**src/rtl/if_stage.sv**
```systemverilog
// Instruction-fetch stage: owns the PC, addresses the combinational ROM and
// fills the IF/ID register. Handles stall, branch redirect, trap redirect and
// fetch faults (misaligned or out-of-range PC). A faulting fetch parks the
// stage in WAIT_TRAP until the CSR unit steers it away with a trap.
module if_stage #(
  parameter int                 ADDR_W    = 16,
  parameter logic [ADDR_W-1:0]  RESET_PC  = '0,
  parameter int                 IM_DEPTH  = 128,
  parameter logic [31:0]        NOP_INSTR = 32'h0000_0013
) (
  input  logic              clk,
  input  logic              rst_n,
  input  logic              stall,
  input  logic              redirect_valid,
  input  logic [ADDR_W-1:0] redirect_pc,
  input  logic              trap_valid,
  input  logic [ADDR_W-1:0] trap_pc,
  output logic [ADDR_W-1:0] im_addr,
  input  logic [31:0]       im_rd,
  output logic [31:0]       ifid_instr,
  output logic [ADDR_W-1:0] ifid_pc,
  output logic [ADDR_W-1:0] ifid_pc_plus4,
  output logic              ifid_valid,
  output logic              ifid_fault,
  output logic              fetch_busy_fault
);

  // One past the last valid ROM byte address; one extra bit so it never wraps.
  localparam logic [ADDR_W:0]   IM_BYTES = (ADDR_W+1)'(4 * IM_DEPTH);
  localparam logic [ADDR_W-1:0] PC_STEP  = ADDR_W'(4);

  typedef enum logic {
    RUN       = 1'b0,
    WAIT_TRAP = 1'b1
  } state_e;

  state_e            state_q, state_d;
  logic [ADDR_W-1:0] pc_q, pc_d;
  logic [31:0]       instr_q, instr_d;
  logic [ADDR_W-1:0] ifpc_q, ifpc_d;
  logic [ADDR_W-1:0] ifpc4_q, ifpc4_d;
  logic              valid_q, valid_d;
  logic              fault_q, fault_d;

  logic [ADDR_W-1:0] pc_plus4;
  logic              fault_cond;

  assign pc_plus4   = pc_q + PC_STEP;
  assign fault_cond = (pc_q[1:0] != 2'b00) || ({1'b0, pc_q} >= IM_BYTES);

  // Next-state selection in priority order: trap, redirect, stall, then issue.
  always_comb begin
    state_d = state_q;
    pc_d    = pc_q;
    instr_d = instr_q;
    ifpc_d  = ifpc_q;
    ifpc4_d = ifpc4_q;
    valid_d = valid_q;
    fault_d = fault_q;

    if (trap_valid) begin
      pc_d    = trap_pc;
      instr_d = NOP_INSTR;
      ifpc_d  = pc_q;
      ifpc4_d = pc_plus4;
      valid_d = 1'b0;
      fault_d = 1'b0;
      state_d = RUN;
    end else if (redirect_valid && (state_q == RUN)) begin
      pc_d    = redirect_pc;
      instr_d = NOP_INSTR;
      ifpc_d  = pc_q;
      ifpc4_d = pc_plus4;
      valid_d = 1'b0;
      fault_d = 1'b0;
    end else if (stall) begin
      // Everything holds.
    end else if (state_q == WAIT_TRAP) begin
      instr_d = NOP_INSTR;
      ifpc_d  = pc_q;
      ifpc4_d = pc_plus4;
      valid_d = 1'b0;
      fault_d = 1'b0;
    end else if (fault_cond) begin
      instr_d = NOP_INSTR;
      ifpc_d  = pc_q;
      ifpc4_d = pc_plus4;
      valid_d = 1'b1;
      fault_d = 1'b1;
      state_d = WAIT_TRAP;
    end else begin
      pc_d    = pc_plus4;
      instr_d = im_rd;
      ifpc_d  = pc_q;
      ifpc4_d = pc_plus4;
      valid_d = 1'b1;
      fault_d = 1'b0;
    end
  end

  // State, PC and IF/ID register with asynchronous reset.
  always_ff @(posedge clk or negedge rst_n) begin
    if (!rst_n) begin
      state_q <= RUN;
      pc_q    <= RESET_PC;
      instr_q <= NOP_INSTR;
      ifpc_q  <= '0;
      ifpc4_q <= '0;
      valid_q <= 1'b0;
      fault_q <= 1'b0;
    end else begin
      state_q <= state_d;
      pc_q    <= pc_d;
      instr_q <= instr_d;
      ifpc_q  <= ifpc_d;
      ifpc4_q <= ifpc4_d;
      valid_q <= valid_d;
      fault_q <= fault_d;
    end
  end

  assign im_addr          = pc_q;
  assign ifid_instr       = instr_q;
  assign ifid_pc          = ifpc_q;
  assign ifid_pc_plus4    = ifpc4_q;
  assign ifid_valid       = valid_q;
  assign ifid_fault       = fault_q;
  assign fetch_busy_fault = (state_q == WAIT_TRAP);

endmodule

```
**config.mk**
```make
export PLATFORM = sky130hd
export DESIGN_NAME = if_stage
export DESIGN_NICKNAME = d
export VERILOG_FILES = /design/src/rtl/if_stage.sv
export SDC_FILE = /design/constraint.sdc
export NUM_CORES = 1
export LEC_CHECK = 0
export BUFFER_PORTS_ARGS = -buffer_cell sky130_fd_sc_hd__buf_2
export CAP_MARGIN = 20
export CORE_MARGIN = 2
export CORE_UTILIZATION = 48
export CTS_CLUSTER_DIAMETER = 100
export DETAILED_ROUTE_END_ITERATION = 7
export HOLD_SLACK_MARGIN = 0.15
export PLACE_DENSITY_LB_ADDON = 0.1
export SLEW_MARGIN = 20
export SYNTH_ARGS = -nofsm -noshare
export SYNTH_HDL_FRONTEND = slang
export SYNTH_SLANG_ARGS = --single-unit
```
**constraint.sdc**
```tcl
create_clock -name clk -period 2.25 [get_ports clk]
set_clock_uncertainty 0.05 [all_clocks]
set_input_delay 0.225 -clock clk [delete_from_list [all_inputs] [get_ports clk]]
set_output_delay 0.225 -clock clk [all_outputs]
set_load 0.05 [all_outputs]
```
# After elaboration in Yosys (flattened, before gate mapping)
# Index checks and enable logic that the tools add are counted.
# op_classes
n_addsub,1
reduce_logical,5
order_cmp,1
eq_ne,5
bitwise,1
n_mux,29
# ops
operator,count
2-to-1 mux 16 bit,11
2-to-1 mux 32 bit,5
adder 16 x 3 -> 16 bit (second input constant),1
>= comparator 16 x 10 -> 1 bit (second input constant),1
2-to-1 mux 1 bit,13
inequality test 3 x 2 -> 1 bit (second input constant),2
inequality test 3 x 1 -> 1 bit (second input constant),1
AND reduction 3 bit,1
inequality test 2 x 1 -> 1 bit (second input constant),1
inequality test 2 bit (second input constant),1
AND reduction 2 bit,1
nonzero test 2 bit,1
logical AND 1 bit,1
logical OR 1 bit,1
inverter 1 bit,1
# totals
regBits,83
wordCells,49
output_inout_bits,83

# Depth between registers and ports, before layout
# Gate-level depths: netlist of the first run.
# logic_depth
depth_word,7
mapped_depth,7
depth_no_buf,5

# Least setup slack after synthesis of the first run
# OpenSTA, ideal clock, no wires.
# synth_timing
path_type,register to register
start,"register pc_q[14], in the netlist im_addr[14]"
end,"register pc_q[3], in the netlist im_addr[3]"
path_slack_ns,0.231
setup_time_ns,0.125
path_stages_with_launch,6
arrival_time_ns,1.845
cell_sequence,dfrtp_1 buf_2 nor4_2 nand4b_2 nand2_1 mux2_2
# synth_between
elab_chain_cells,4
# synth_rtl
item,line_no,rtl
start: declaration,38,"logic [ADDR_W-1:0] pc_q, pc_d;"
start signal: assignment,113,pc_q <= pc_d;
>= comparator 16 x 10 -> 1 bit,49,"assign fault_cond = (pc_q[1:0] != 2'b00) || ({1'b0, pc_q} >= IM_BYTES);"
logical OR 1 bit,49,
inequality test 3 x 2 -> 1 bit (no line),--,
AND reduction 3 bit (no line),--,
# No other way between the ends.
# A chain may end at the register's enable or synchronous reset.

# Final worst setup path of the first run
# layout_timing
start,"register state_q, in the netlist fetch_busy_fault"
end,"register pc_q[0], in the netlist im_addr[0]"
# layout_between
elab_chain_cells,4
word_cells_on_any_way,8
# layout_rtl
item,line_no,rtl
start: declaration,37,"state_e state_q, state_d;"
start signal: assignment,112,state_q <= state_d;
inverter 1 bit,69,end else if (redirect_valid && (state_q == RUN)) begin
logical AND 1 bit,69,
inequality test 3 x 2 -> 1 bit (no line) (tied with other cells),--,
AND reduction 3 bit (no line) or 2-to-1 mux 16 bit (tied branches),--,
# Several ways; a longest one is shown, not always the timed one.

==> results of run 1 <==
==> timing repair <==
item	CTS	global route
setup buffers	0	0
setup endpoints to repair	0	0
gates resized for setup	0	0
hold endpoints to repair	120	0
hold buffers	48	0
==> cells in the mapped netlist, types with 2 or more instances <==
cell | count | area share, %
xnor2_1 | 6 | 1.5
dfrtp_1 | 78 | 54
or2_2 | 3 | 0.52
ha_1 | 2 | 0.70
nor3_1 | 4 | 0.56
nor2_1 | 14 | 1.5
o22a_1 | 3 | 0.73
and2_1 | 2 | 0.35
nand2_1 | 69 | 7.2
o2bb2ai_1 | 2 | 0.49
nor4_2 | 2 | 0.70
nand2b_1 | 2 | 0.35
o31ai_1 | 2 | 0.42
buf_2 | 10 | 1.4
a2bb2oi_1 | 2 | 0.49
and3_1 | 6 | 1.0
a31oi_1 | 7 | 1.2
mux2_2 | 3 | 0.94
mux2i_1 | 5 | 1.4
buf_4 | 5 | 1.0
nand4_1 | 4 | 0.70
nand3_1 | 6 | 0.84
a221o_1 | 3 | 0.84
inv_1 | 6 | 0.63
nor4_1 | 2 | 0.35
a22oi_1 | 3 | 0.63
xor2_1 | 3 | 0.73
o21ai_0 | 18 | 2.5
clkbuf_1 | 12 | 1.3
dfstp_2 | 3 | 2.2
a21oi_1 | 5 | 0.70
a22o_1 | 29 | 7.1
==> power by group through the flow <==
stage	registers, W	logic (W)	clock network, W
global placement	0.00171	0.000985	0
global route	0.00170	0.00112	0.00132
floorplan	0.00210	0.000288	0
finish	0.00168	0.00106	0.00124
detailed placement	0.00171	0.000988	0
CTS	0.00168	0.00106	0.00126
==> cells by family (layout without fill, tap and decap cells) <==
group	after synthesis	count (layout)	share of synthesized area, %
adder cells (fa/ha/maj)	2	2	0.6968
flip-flops	81	81	56.55
AND/OR/NAND/NOR	124	124	17.04
buffers and inverters	34	235	4.634
XOR/XNOR	9	9	2.195
multiplexers	8	8	2.334
AO/OA/AOI/OAI	80	80	16.55
==> layout make-up <==
class | instances | area (µm²)
Sequential cell | 81 | 2031
Timing Repair Buffer | 213 | 1356
Multi-Input combinational cell | 223 | 1404
Tap cell | 99 | 123.9
Clock inverter | 5 | 85.08
Clock buffer | 11 | 151.4
Fill cell | 577 | 2079
Inverter | 6 | 22.52
==> critical path, stage by stage, from the launching register on <==
cell,delay [ns]
dfrtp_1,0.49
nor2b_1,0.20
buf_4,0.23
mux2i_1,0.23
o21ai_0,0.09
dlygate4sd3_1,0.56
==> cell usage in the layout, fill, tap and decap left out, types with 3 or more instances in the layout <==
cell type      count
or2_2              3
buf_2            150
xnor2_1            6
nor3_1             4
a22o_1            29
dlygate4sd3_1     48
mux2i_1            5
dfrtp_1           78
o22a_1             3
a22oi_1            3
nand3_1            6
mux2_2             3
buf_4             14
xor2_1             3
clkbuf_8          11
dfstp_2            3
nand4_1            4
inv_1              6
a221o_1            3
a21oi_1            5
a31oi_1            7
o21ai_0           18
nor2_1            14
and3_1             5
nand2_1           69
==> stage by stage <==
stage | power (W) | cells
6_report | 0.003976 | 638
5_1_grt | 0.004145 | 638
4_1_cts | 0.004004 | 638
3_5_place_dp | 0.002699 | 574
3_3_place_gp | 0.002691 | 574
2_1_floorplan | 0.002388 | 338
==> path summary, 6_finish.rpt <==
check | startpoint | to | slack [ns] | cells after the start
setup / recovery | fetch_busy_fault | im_addr[0] | 0.27 | 5
hold / removal | redirect_pc[10] | im_addr[10] | 0.17 | 3
setup reg to reg | fetch_busy_fault | im_addr[0] | 0.27 | 5
hold reg to reg | ifid_pc[6] | ifid_pc[6] | 0.42 | 2
max in group asynchronous | rst_n | ifid_instr[0] | 1.28 | 3
min in group asynchronous | rst_n | ifid_instr[6] | 0.27 | 2
==> sequential cells by signal, indices dropped and copies added (netlist names) <==
signal            count
ifid_pc_plus4        14
fetch_busy_fault      1
ifid_fault            1
ifid_pc              16
ifid_instr           32
ifid_valid            1
im_addr              16
==> layer usage <==
metal,wire length (µm),share of wire (%),track usage [%],vias to the layer above
li1,-,-,-,1593
met1,4318,43,33.96,1569
met2,5043,50,42.97,127
met3,527,5.2,3.756,12
met4,156,1.6,8.590,0
met5,0,0,0,-
==> run summary, run 1 <==
Max-Cap Viols: 0
Status: complete, no violations
CTS Buf Count: 9
Static Leak: 2.646 nW
Power Internal: 0.002583 W
Clock-pin slew on the worst setup and hold paths: 0.08 ns
Global route overflow: 0
Fin worst setup slack: 0.2674 ns
Gate power share: 26.6%
Final setup viols: 0
Sequential fraction of the synthesis area: 56.55%
Yosys reg bits: 81
Tcrit/Tclk final: 88.11%
Number of global-route vias before repair: 3,362
Synthesized area per cell: 10.62 µm²
Final instance area: 5174 µm²
Post-synth net total: 409
Critical Setup Path Class: flip-flop to flip-flop
Max Fclk: 504.4 MHz
CTS tree: yes
Worst slew pin tran: 0.4130 ns
Power per Cell Area: 768.4 nW/µm²
Post-synth EDFFs: 0
Maximum VDD drop: 461.2 µV
Starting Density: 49.51%
First-pass GRT wire length: 16,750 µm
Synthesized netlist cell count: 338
Mapped cell area: 3591 µm²
Vias per cell: 5.174
Iteration-0 DRC Markers: 155
Detail Placement HPWL: 6684 µm
Crit end category: flip-flop
RePlAce Congestion: 0.9170
Final Critical Period: 1.983 ns
Data required, critical path: 2.44 ns
DP Area: 4457 µm²
Ports: 152
Core Util, Final: 71.33%
Area added between synthesis and finish: 44.08%
Net count reported at finish: 605
Max-slew violations: 0
Wire length per cell: 15.75 µm
Share of layout cells above drive strength 1: 37.29%
Setup_tns: 0 ns
Clk_lat worst skew: 0.35 ns
Async SR Flop Fraction: 100.0%
Pre-CTS setup slack: 0.3286 ns
Sequential Power Share: 42.3%
CTS sink cnt: 81
Root buf cell: clkbuf_8
Hold Slack: 0.1700 ns
Ys flop type: dfrtp_1
Num rows: 31
Port bufs: 151
Die Y-Extent: 90.50 µm
Via count: 3,301
ANT cells: 0
Gr usage total: 25.52%
Drt pass-1 iters: 4
Total wire length: 10,050 µm
Sw frac: 35.02%
ANT nets after route: 0
DRC: 0
RSZ-0062 raised after global routing: no
CP max FO: 11
Largest net degree at the start of global routing: 67
Switching power: 0.001392 W
Synth unique cells: 49
Final hold vios: 0
Clock tree buffer depth: 2
Antenna violations before repair: 0
HP Class: primary input to flip-flop
Core box area: 7253 µm²
Clk pwr share: 31.1%
Die Wd: 90.50 µm
Crit path DAT: 2.17 ns
Startpoint types: flip-flop
CTS H-tree lvls: 3
Yosys Warn Count: 0
Die area: 8189 µm²
Slew HR: 72.26%
Note: power is estimated with default switching activity, not from simulation.
==> run 2: changes to the inputs <==
Settings changed: CORE_MARGIN 2 to 5.
==> run 2 against run 1 <==
Worst hold slack better by 0.0081 ns. Sequential share of layout area down 0.10 points. Critical path type unchanged. Design area is 0.27% higher. Largest power group unchanged.
==> run summary, run 2 (synthesis gave the netlist of run 1 again) <==
Number of global-route vias before repair: 3,313
RSZ-0062 raised after global routing: no
CTS sink cnt: 81
DR top layer: met4
Area added between synthesis and finish: 44.46%
Flip-flop count of the largest register after layout: 32
Gr usage total: 23.63%
Vias per cell: 5.219
Total wire length: 10,740 µm
Final Critical Period: 1.973 ns
CTS tree: yes
CP cell instances: nor2b_1, buf_4, mux2i_1, o21ai_0, dlygate4sd3_1
Hold worst-path end: im_addr[4]
Drt pass-1 iters: 4
Pre-CTS setup slack: 0.3289 ns
Slew HR: 62.90%
Clock tree buffer depth: 2
Clock-pin slew on the worst setup and hold paths: 0.08 ns
Data required, critical path: 2.44 ns
Max Fclk: 506.8 MHz
Met2 wire len: 5232 µm
Net count reported at finish: 607
Worst slew pin tran: 0.5565 ns
Met3 WL: 807 µm
Hold_sp: redirect_pc[4]
Clk_lat worst skew: 0.36 ns
Detail Placement HPWL: 7453 µm
Maximum VDD drop: 422.7 µV
Die Wd: 96.50 µm
Critical Setup Path Class: flip-flop to flip-flop
CTS Buf Count: 9
Final hold vios: 0
Post_cts resized: 0
Worst Hold Depth: 3
Antenna violations before repair: 0
ANT nets after route: 0
Ports: 152
ANT cells: 0
Fin worst setup slack: 0.2768 ns
CP max-delay cell: dlygate4sd3_1
Worst r2r src: fetch_busy_fault
Global route overflow: 0
Starting Density: 49.51%
Iteration-0 DRC Markers: 159
Largest net degree at the start of global routing: 42
Tcrit/Tclk final: 87.70%
Reg-to-reg endpoint: im_addr[14]
Final instance area: 5187 µm²
DRC: 0
Commonest non-fill, non-tap cell in the layout: buf_2
Final setup viols: 0
Root buf cell: clkbuf_8
RePlAce Congestion: 0.9174
Max-Cap Viols: 0
Worst-case reg-to-reg path depth: 5
Crit. Startpoint: fetch_busy_fault
Static Leak: 2.650 nW
Die area: 9311 µm²
Setup_tns: 0 ns
DP Area: 4469 µm²
Tot Pwr: 0.003928 W
Max-slew violations: 0
Power per Cell Area: 757.3 nW/µm²
Wire length per cell: 16.78 µm
Status: complete, no violations
Crit path DAT: 2.16 ns
Via count: 3,340
Share of layout cells above drive strength 1: 36.97%
Kind of cell adding the most delay to the critical path: buffers and inverters
Leading cell types in the layout, fill and taps excluded: buf_2 (150), dfrtp_1 (78), nand2_1 (69)
CP max FO: 18
Stages on worst setup path: 5
HP Class: primary input to flip-flop
Startpoint types: flip-flop
Die Y-Extent: 96.50 µm
Slowest cell delay on critical path: 0.58 ns
Wl on met1: 4480 µm
CTS H-tree lvls: 3
Core box area: 7253 µm²
Port bufs: 151
Post-CTS setup buffer count: 0
Crit end category: flip-flop
CP bufs+invs: 2
Post-CTS Hold Buffers: 50
R2R setup slack: 0.28 ns
Num rows: 31
First-pass GRT wire length: 16,700 µm
run 2: how the worst max path moves through the flow:
| stage | to | slack, ns |
|---|---|---|
| 2_1_floorplan | im_addr[3] | 0.23 |
| 3_3_place_gp | im_addr[6] | 0.43 |
| 4_1_cts | im_addr[5] | 0.31 |
| 6_report | im_addr[14] | 0.28 |
| 3_5_place_dp | im_addr[5] | 0.33 |
| 5_1_grt | im_addr[14] | 0.16 |
run 2: cell type report:
| cell class | count | area (µm²) |
|---|---|---|
| multi-input combinational | 223 | 1404 |
| clock inverter | 6 | 90.09 |
| inverter | 6 | 22.52 |
| tap | 99 | 123.9 |
| clock buffer | 10 | 127.6 |
| fill | 579 | 2066 |
| timing repair buffer | 215 | 1389 |
| sequential | 81 | 2031 |
run 2: worst reg2reg max path: stages, from the launching register on:
cell           delay, ns
dfrtp_1             0.49
nor2b_1             0.14
buf_4               0.27
mux2i_1             0.22
o21ai_0             0.10
dlygate4sd3_1       0.58
run 2: power by group:
group          internal (W)  switching (W)  total [W]  leakage [nW]
Clock              0.000629       0.000544    0.00117         0.107
Sequential          0.00157       0.000114    0.00169          1.04
Combinational      0.000321       0.000747    0.00107          1.51
Total               0.00252        0.00141    0.00393          2.65
run 2: stage by stage:
stage                     util (%)  cells  hold WS (ns)
after floorplan                  -    338       -0.1206
after global placement       61.62    574        0.1978
after detailed placement     61.62    574        0.2028
after CTS                    71.52    640        0.1776
after global routing         71.52    640        0.1931
final                        71.52    640        0.1782
run 2: layer usage:
metal / vias up / global-route usage, %
li1: 1586 / -
met1: 1600 / 30.40
met2: 135 / 39.48
met3: 19 / 5.345
met4: 0 / 7.944
met5: - / 0
==> run 3: changes to the inputs <==
Settings changed: CORE_UTILIZATION 48 to 49, CTS_BUF_LIST set to sky130_fd_sc_hd__clkbuf_2.
==> run 3 against run 2 <==
Via count increased by 4.9%. Critical path depth increased by 1. Maximum frequency decreased by 7.8%. Critical path type unchanged. Highest routed layer unchanged.
==> run summary, run 3 (synthesis gave the netlist of run 1 again) <==
M3 GR Usage: 5.525%
Share of layout cells above drive strength 1: 35.36%
Tcrit/Tclk final: 95.07%
RePlAce Congestion: 0.9109
Max-slew violations: 0
Core box area: 7176 µm²
Data required, critical path: 2.63 ns
Hold Slack: 0.1922 ns
Max Fclk: 467.5 MHz
RSZ-0062 raised after global routing: no
Largest net degree at the start of global routing: 37
Final hold vios: 0
CTS Buf Count: 9
Die Wd: 95.61 µm
Wire length per cell: 17.26 µm
# fillers: 530
Number of global-route vias before repair: 3,574
CTS tree: yes
Die Y-Extent: 95.61 µm
Maximum VDD drop: 486.9 µV
Leading cell types in the layout, fill and taps excluded: buf_2 (150), dfrtp_1 (78), dlygate4sd3_1 (72)
Via count: 3,503
Setup_tns: 0 ns
Post-CTS setup buffer count: 0
Status: complete, no violations
First-pass GRT wire length: 17,970 µm
Crit end category: flip-flop
ANT nets after route: 0
CP max FO: 18
Port bufs: 151
Slew HR: 73.63%
Max-Cap Viols: 0
Met1 Usage GRT: 32.79%
Static Leak: 2.712 nW
Global route overflow: 0
Tot Pwr: 0.003779 W
Critical Setup Path Class: flip-flop to flip-flop
Drt pass-1 iters: 4
Final Critical Period: 2.139 ns
Grt met2 use: 42.79%
Iteration-0 DRC Markers: 204
Net count reported at finish: 626
CTS H-tree lvls: 3
Antenna violations before repair: 0
Busiest grt layer: met2
Worst slew pin tran: 0.3919 ns
Ports: 152
Total wire length: 11,380 µm
Area added between synthesis and finish: 48.71%
Crit path DAT: 2.52 ns
Starting Density: 50.04%
Detail Placement HPWL: 7562 µm
Multi-input logic area: 1406 µm²
Die area: 9140 µm²
Clock tree buffer depth: 2
Vias per cell: 5.316
Root buf cell: clkbuf_2
CTS sink cnt: 81
Final setup viols: 0
DRC: 0
Num rows: 31
Commonest non-fill, non-tap cell in the layout: buf_2
Power per Cell Area: 707.6 nW/µm²
Flip-flop count of the largest register after layout: 32
Clk_lat worst skew: 0.51 ns
ANT cells: 0
Gr usage total: 25.69%
Startpoint types: flip-flop
HP Class: primary input to flip-flop
Register area: 2031 µm²
Clock-pin slew on the worst setup and hold paths: 0.21 ns
-- run 3: cell types whose count changed in the layout (fill, tap and decap cells not counted), moves of 4 or more --
| cell | before | now |
|---|---|---|
| buf_4 | 13 | 9 |
| clkbuf_2 | 0 | 10 |
| clkbuf_8 | 9 | 0 |
| dlygate4sd3_1 | 50 | 72 |
-- run 3: power breakdown --
group / leakage [nW] / total (W) / switching, W / internal, W
clock network: 0.0935 / 0.000984 / 0.000503 / 0.000480
logic: 1.58 / 0.00110 / 0.000751 / 0.000344
registers: 1.04 / 0.00170 / 0.000125 / 0.00157
total: 2.71 / 0.00378 / 0.00138 / 0.00240
-- run 3: timing repair --
action                                  4_1_cts  5_1_grt
hold buffers                                 73        0
endpoints found under the setup margin        0        1
hold endpoints to repair                    132        0
gates resized for setup                       0        1
-- run 3: per-layer routing --
| layer | routed length [µm] | share of wire (%) | up-vias |
|---|---|---|---|
| met5 | 0 | 0 | - |
| met1 | 4687 | 41 | 1704 |
| li1 | - | - | 1633 |
| met2 | 5538 | 49 | 150 |
| met3 | 950 | 8.4 | 16 |
| met4 | 199 | 1.7 | 0 |
-- run 3: layout make-up --
class,count,area share (%)
clock inverters,6,2.015
well taps,99,2.320
multi-input cells,223,26.34
flip-flops and latches,81,38.03
clock buffers,10,0.9372
inverters,6,0.4217
repair buffers,234,29.94
-- run 3: final timing paths --
kind                                   from             end  slack (ns)  depth (start not counted)
max                        fetch_busy_fault      im_addr[5]        0.11                          6
min                          redirect_pc[6]      im_addr[6]        0.19                          5
max reg2reg                fetch_busy_fault      im_addr[5]        0.11                          6
min reg2reg                      ifid_pc[8]      ifid_pc[8]        0.44                          2
max in group asynchronous             rst_n     im_addr[14]        1.16                          4
min in group asynchronous             rst_n  ifid_instr[16]        0.55                          3
-- run 3: worst max-delay path, cell delays in order (launching register included) --
cell,delay (ns)
dfrtp_1,0.54
nor2b_1,0.15
buf_4,0.27
o2bb2ai_1,0.16
dlygate4sd3_1,0.57
a31oi_1,0.04
mux2_2,0.27
-- run 3: per-stage QoR --
step / area, µm² / instances / utilization (%) / worst slack, ns
after floorplan: 3591 / 338 / - / 0.2307
after global placement: 4439 / 570 / 61.87 / 0.4567
after detailed placement: 4439 / 570 / 61.87 / 0.4049
after CTS: 5338 / 659 / 74.39 / 0.1282
after global routing: 5340 / 659 / 74.42 / 0.01269
final: 5340 / 659 / 74.42 / 0.1109
